<file path="src/rtl/fetch_queue_unit.sv">
// fetch_queue_unit
// Fetch stage that decouples PC generation from decode. Sequential fetches go to a
// synchronous instruction memory with one-cycle read latency. Each returned word is tagged
// with its PC and queued in a small FIFO that decode drains through valid/ready.
//
// Ports:
//   clock, reset            system clock, synchronous active-high reset
//   enable                  permits new fetch requests (0 = fetch stall)
//   redirect_valid/_pc      branch/jump redirect: flush queue, restart fetch at redirect_pc
//   mem_req, mem_addr       read request and address to instruction memory
//   mem_rdata               read data, valid the cycle after an accepted mem_req
//   instruction_valid       FIFO head valid
//   instruction(_pc)        FIFO head word and its PC (zero when empty)
//   decode_ready            decode consumes the head this cycle
//   queue_count             FIFO occupancy, 0..QUEUE_DEPTH
module fetch_queue_unit #(
  parameter int unsigned          PC_WIDTH          = 32,
  parameter int unsigned          INSTRUCTION_WIDTH = 30,
  parameter int unsigned          QUEUE_DEPTH       = 4,
  parameter logic [PC_WIDTH-1:0]  RESET_PC          = '0,
  parameter int unsigned          PC_STEP           = 1
) (
  input  logic                          clock,
  input  logic                          reset,
  input  logic                          enable,
  input  logic                          redirect_valid,
  input  logic [PC_WIDTH-1:0]           redirect_pc,
  output logic                          mem_req,
  output logic [PC_WIDTH-1:0]           mem_addr,
  input  logic [INSTRUCTION_WIDTH-1:0]  mem_rdata,
  output logic                          instruction_valid,
  output logic [INSTRUCTION_WIDTH-1:0]  instruction,
  output logic [PC_WIDTH-1:0]           instruction_pc,
  input  logic                          decode_ready,
  output logic [$clog2(QUEUE_DEPTH):0]  queue_count
);

  localparam int unsigned PtrW = $clog2(QUEUE_DEPTH);
  localparam int unsigned CntW = PtrW + 1;
  localparam int unsigned OccW = CntW + 1;
  localparam logic [OccW-1:0]     DepthOcc = OccW'(QUEUE_DEPTH);
  localparam logic [PC_WIDTH-1:0] StepPc   = PC_WIDTH'(PC_STEP);

  logic [PC_WIDTH-1:0]          fetch_pc_q;
  logic                         inflight_q;
  logic                         kill_q;
  logic [PC_WIDTH-1:0]          tag_q;
  logic [PtrW-1:0]              rd_ptr_q;
  logic [PtrW-1:0]              wr_ptr_q;
  logic [CntW-1:0]              count_q;
  logic [INSTRUCTION_WIDTH-1:0] buf_instr_q [QUEUE_DEPTH];
  logic [PC_WIDTH-1:0]          buf_pc_q    [QUEUE_DEPTH];

  logic [OccW-1:0] occupancy;
  logic            push;
  logic            pop;

  // Occupancy includes the in-flight slot and ignores a same-cycle pop, so a response
  // always has room when it lands.
  always_comb begin
    occupancy = OccW'(count_q) + OccW'(inflight_q);
    mem_req   = enable & ~redirect_valid & ~reset & (occupancy < DepthOcc);
    mem_addr  = fetch_pc_q;
    push      = inflight_q & ~kill_q & ~redirect_valid & ~reset;
    pop       = instruction_valid & decode_ready & ~redirect_valid & ~reset;
  end

  always_comb begin
    instruction_valid = (count_q != '0);
    queue_count       = count_q;
    instruction       = '0;
    instruction_pc    = '0;
    if (instruction_valid) begin
      instruction    = buf_instr_q[rd_ptr_q];
      instruction_pc = buf_pc_q[rd_ptr_q];
    end
  end

  always_ff @(posedge clock) begin
    if (reset) begin
      fetch_pc_q <= RESET_PC;
      inflight_q <= 1'b0;
      kill_q     <= 1'b0;
      tag_q      <= '0;
      rd_ptr_q   <= '0;
      wr_ptr_q   <= '0;
      count_q    <= '0;
    end else if (redirect_valid) begin
      fetch_pc_q <= redirect_pc;
      rd_ptr_q   <= '0;
      wr_ptr_q   <= '0;
      count_q    <= '0;
      // An outstanding request stays accounted for but its data is dropped.
      inflight_q <= inflight_q;
      kill_q     <= inflight_q;
    end else begin
      inflight_q <= mem_req;
      kill_q     <= 1'b0;
      if (mem_req) begin
        fetch_pc_q <= fetch_pc_q + StepPc;
        tag_q      <= fetch_pc_q;
      end
      if (push) wr_ptr_q <= wr_ptr_q + 1'b1;
      if (pop)  rd_ptr_q <= rd_ptr_q + 1'b1;
      unique case ({push, pop})
        2'b10:   count_q <= count_q + 1'b1;
        2'b01:   count_q <= count_q - 1'b1;
        default: count_q <= count_q;
      endcase
    end
  end

  // Storage carries no reset; entries are only visible through count_q.
  always_ff @(posedge clock) begin
    if (push) begin
      buf_instr_q[wr_ptr_q] <= mem_rdata;
      buf_pc_q[wr_ptr_q]    <= tag_q;
    end
  end

endmodule

</file>
<file path="config.mk">
export PLATFORM = sky130hd
export DESIGN_NAME = fetch_queue_unit
export DESIGN_NICKNAME = d
export VERILOG_FILES = /design/src/rtl/fetch_queue_unit.sv
export SDC_FILE = /design/constraint.sdc
export NUM_CORES = 1
export LEC_CHECK = 0
export ABC_AREA = 1
export BUFFER_PORTS_ARGS = -buffer_cell sky130_fd_sc_hd__buf_2
export CAP_MARGIN = 30
export CORE_ASPECT_RATIO = 0.7
export CORE_MARGIN = 2
export CORE_UTILIZATION = 52
export DETAILED_ROUTE_END_ITERATION = 10
export GPL_TIMING_DRIVEN = 1
export PLACE_DENSITY = 0.78
export SLEW_MARGIN = 0
export SYNTH_ARGS = -nofsm -noshare
export SYNTH_HDL_FRONTEND = slang
export SYNTH_SLANG_ARGS = --single-unit
</file>
<file path="constraint.sdc">
create_clock -name clock -period 4.3 [get_ports clock]
set_input_delay 0.43 -clock clock [delete_from_list [all_inputs] [get_ports clock]]
set_output_delay 0.43 -clock clock [all_outputs]
set_load 0.02 [all_outputs]
</file>
---- Yosys cells after proc, flatten, opt, wreduce, memory -nomap -nowiden ----
Memory sizes are Yosys's and may differ from the RTL's. A register that Yosys moved wholly into a read port is not among the register bits.
Cells that the tools add are included.
storage, ports and cells
  register bits after elaboration ......... 73
  latch bits .............................. 0
  memory bits (writable) .................. 248
  bits in read-only memories .............. 0
  bits of input ports ..................... 67
  output and inout bits ................... 99
  logic and storage cells ................. 47
  memories kept ........................... 2
memory list
  memory       words  width  rd ports  clocked after Yosys merged registers in  write ports  line  text
  buf_pc_q     4      32     1         1                                        1            52    logic [PC_WIDTH-1:0] buf_pc_q [QUEUE_DEPTH];
  buf_instr_q  4      30     1         1                                        1            51    logic [INSTRUCTION_WIDTH-1:0] buf_instr_q [QUEUE_DEPTH];
cells by class
  add/sub/neg operators ................... 6
  multiply operators ...................... 0
  div/mod/pow operators ................... 0
  $lt $le $gt $ge ......................... 1
  equality and inequality tests ........... 2
  shifts and indexed selects .............. 0
  muxes and demuxes ....................... 11
  bitwise gates (word level) .............. 12
  reduce and logical (&&, ||, !) cells .... 6
operators with widths
  operator                                                                      number
  32-bit 2-to-1 mux                                                             3
  32-bit by 1-bit adder with 32-bit output, second input constant               1
  30-bit 2-to-1 mux                                                             1
  1-bit bitwise AND                                                             9
  2-bit 2-to-1 mux                                                              4
  3-bit one-hot mux with 2 select lines                                         1
  2-bit by 1-bit adder with 2-bit output, second input constant                 2
  3-bit by 1-bit adder with 4-bit output                                        1
  4-bit by 3-bit less-than comparator with 1-bit output, second input constant  1
  2-bit nonzero test                                                            2
  2-bit OR reduction                                                            2
  3-bit by 1-bit adder with 3-bit output, second input constant                 1
  1-bit NOT                                                                     3
  3-bit nonzero test                                                            1
  3-bit by 1-bit subtractor with 3-bit output, second input constant            1
  2-bit by 1-bit == test with 1-bit output, second input constant               1
  2-bit == test, second input constant                                          1
  1-bit 2-to-1 mux                                                              2
  2-bit AND reduction                                                           1

---- Logic depth before layout (Yosys ltp) ----
  depth in word-level cells ............... 6
  mapped depth ............................ 12
  gate-level depth less buffers ........... 11

---- Worst setup path after synthesis ----
Ideal clock, no wire load.
  path type ............................... input -> register
  from .................................... input port reset
  to ...................................... memory buf_instr_q[0][0] (enable)
  library setup time ...................... 0.482 ns
  arrival time ............................ 3.728 ns
  data required time ...................... 3.818 ns
  slack ................................... 0.090 ns
  stages .................................. 6
  path buffers ............................ 1
  cells stage by stage .................... buf_4 inv_1 nand2_1 nor3_1 clkinv_1 nor2_1
between the ends
  cells in the longest elaborated chain, start to end .. 4
ends and longest elaborated chain
  element                                 line  text
  start: declaration                      24    input logic reset,
  1-bit NOT                               64    push = inflight_q & ~kill_q & ~redirect_valid & ~reset;
  1-bit bitwise AND                       64
  1-bit 2-to-1 mux                        115   if (push) begin
  1-bit 2-to-1 mux (implied by the code)  116   buf_instr_q[wr_ptr_q] <= mem_rdata;
  end: declaration                        51
No other way between the ends.

==> out/metrics.csv <==
stage,metric,value,unit
run_status,status,completed,
worst_setup_path,path_max_fanout,92,
worst_setup_path,critPathLaunchType,flip-flop,
drt,drcViolationCount,0,
floorplanning,die_h,139,um
drt,wl_per_cell,16.9,um
synth,synth_warnings,0,
worst_setup_path,critPathBufInv,2,
power_and_ir_drop,p_leak,6.07,nW
synth,synth.most_common_cell,nor2_1,
cts,cts_hold_buffers,0,
sta,slew_violations,0,
sta,tightest_slew,971,ps
cts,cts.path.max_buffers,3,
drt,wl_met1,13400,um
worst_setup_path,crit_path_cell_trace,buf_4 -> nor2_1 -> nor2_1 -> o21ai_0 -> a21oi_1 -> buf_2,
drt,wl_met3,2660,um
drt,drt_iter0_markers,889,
sta,rsz0062_at_grt,false,
drt,top_layer_used,met4,
cts,cts.clk_slew.worst_paths,70,ps
drt,route.met2.wl,14500,um
drt,postRouteWirelength,31000,um
floorplanning,die_x,197,um
worst_setup_path,critPathMostFrequentCell,nor2_1,
floorplanning,core-area,0.0256,mm^2
drt,vias,10000,
synth,ys_async_sr_fraction,0,%
synth,syn_area,0.0135,mm^2
grt,grt_max_degree,93,
grt,grt_pass1_wl,48700,um
cts,post_cts.repair.setup_buffers,0,
synth,syn_avg_cell_area,10.1,um^2
synth,ys_types,32,
synth,synth_enable_flop_cells,248,
grt,gr-total-overflow,0,
synth,yosysTopAreaCell,edfxtp_1,
final_layout,seqCellArea,0.00895,mm^2
worst_setup_path,slowest_stage,buf_4,
worst_setup_path,cp_top_family,buffers and inverters,
worst_setup_path,worstPathRequired,3870,ps
floorplanning,dieArea,0.0273,mm^2
place,hpwl,18600,um
synth,yosysTopAreaCellShare,55.1,%
floorplanning,num_rows,49,
sta,finalCritPeriodShare,78.3,%
synth,synth_seq_cells,323,
power_and_ir_drop,power.density,410,mW/mm^2
cts,clock_latency,540,ps
cts,cts_made_buffers,29,
sta,clock_skew,13.4,ps
cts,tritoncts,built,
grt,grt_use_total,22.3,%
final_layout,diodes,0,
worst_setup_path,crit_type,reg -> out,
drt,ant_nets,0,
floorplanning,io_pins,166,
synth,synth_area_leaders,"edfxtp_1 55%, dfxtp_1 11%, nor2_1 8.9%, o21ai_0 6.5%, nand2_1 4.6%",
final_layout,final_nets,1555,
worst_setup_path,slowest_delay,830,ps
cts,root_buffer,clkbuf_16,
final_layout,drive_above_1_share,16.2,%
sta,max_freq,0.297,GHz
final_layout,fill_cells,2066,
worst_setup_path,cp-end-kind,primary output,
cts,ctsResizeCount,0,
synth,netlist_top_cells_count,"322 x nor2_1, 248 x edfxtp_1, 175 x o21ai_0",
power_and_ir_drop,ir_worst_vdd,339,uV
grt,grt_pass1_vias,9224,
job,drv_cap,0,
sta,hold_viol_final,0,
synth,synth_ff_type,edfxtp_1,
drt,firstDrtPassIters,5,
hold_path,hold_class,in -> reg,
sta,setup_viol,0,
synth,ys_seq_area_share,66.3,%
sta,tns,0,ps
worst_setup_path,arrival,2940,ps
place,gp_congestion,0.911,
grt,antenna_found_initial,0,
sta,slew_headroom,35.2,%
final_layout,area_delta_synth_final,15.3,%
synth,synth.net_count,1417,
floorplanning,initial_core_util,52.7,%
sta,whs,106,ps
cts,cts_sinks,323,
cts,htree_num_levels,1,
sta,min_period,3370,ps
synth,synthesis.instances,1343,
place,io_buffers,165,
drt,vias_per_cell,5.45,
final_layout,multi_input_area,0.00393,mm^2
report_power, final:
part | switching [mW] | leakage, nW | internal (mW)
clock | 1.12 | 0.491 | 1.58
combinational | 0.169 | 2.62 | 0.0852
sequential | 0.0506 | 2.96 | 3.39
total | 1.34 | 6.07 | 5.05
path summary, 6_finish.rpt:
path | from | end | slack (ps) | cells past startpoint
max | flip-flop | instruction_pc[18] | 930 | 6
min | mem_rdata[8] | buf_instr_q[1][8]$_DFFE_PP_ | 110 | 1
min reg2reg | rd_ptr_q[1]$_SDFFE_PP0P_ | flip-flop | 480 | 2
max reg2reg | inflight_q$_SDFFE_PP0N_ | buf_pc_q[2][5]$_DFFE_PP_ | 2000 | 5
per-stage QoR:
stage	area (um^2)	instances	power, mW	setup WS, ps	utilization, %
6_report	15600	1835	6.38	931	60.8
5_1_grt	15600	1835	6.57	693	60.8
4_1_cts	15600	1835	6.42	950	60.8
3_5_place_dp	14600	1781	3.76	1380	56.9
3_3_place_gp	14600	1781	3.75	1440	56.9
2_1_floorplan	13500	1343	3.65	89.5	-
cells in the final DEF (no fill, tap or decap), drive strengths merged:
master and instances:
a21oi 114, a22oi 1, and2 2, buf 177, bufinv 4, clkbuf 39, clkinv 8, clkinvlp 1
dfxtp 75, edfxtp 248, fa 1, ha 6, inv 86, nand2 166, nand3 48, nand3b 2
nand4 1, nor2 330, nor3 3, o21a 8, o21ai 180, xor2 4
sequential cells by signal (all words and copies together), names as in the netlist, named ones only:
signal	flops
rd_ptr_q	2
kill_q	1
buf_pc_q	128
inflight_q	1
queue_count	3
wr_ptr_q	2
buf_instr_q	120
mem_addr	32
tag_q	32
worst reg2reg max path: stages, from the launching register on:
cell and delay, ps:
dfxtp_1 360, nand2_1 90, nor3_1 150, clkinv_1 380, nor2_4 170, buf_4 740
cell type report:
cell class              instances  area share, %
flip-flops and latches        323           57.5
multi-input cells             866           25.2
repair buffers                177           6.20
clock buffers                  39           5.23
well taps                     331           2.66
inverters                      84           2.02
clock inverters                15           1.19
logic make-up (layout without fill, tap and decap cells):
family | after synthesis | after routing | synth area share [%]
adders and majority gates | 7 | 7 | 0.704
DFF | 323 | 323 | 66.3
AOI/OAI and AO/OA | 303 | 303 | 11.4
and+or+nand+nor | 552 | 552 | 16.5
buffers and inverters | 154 | 315 | 4.87
xor gates and xnor gates | 4 | 4 | 0.259
per-layer routing:
metal / global-route usage, % / vias to the layer above
li1: - / 4815
met1: 32.2 / 4748
met2: 36.4 / 400
met3: 3.65 / 44
met4: 4.19 / 0
met5: 0 / -
No activity file was read; power rests on OpenSTA's default activity.
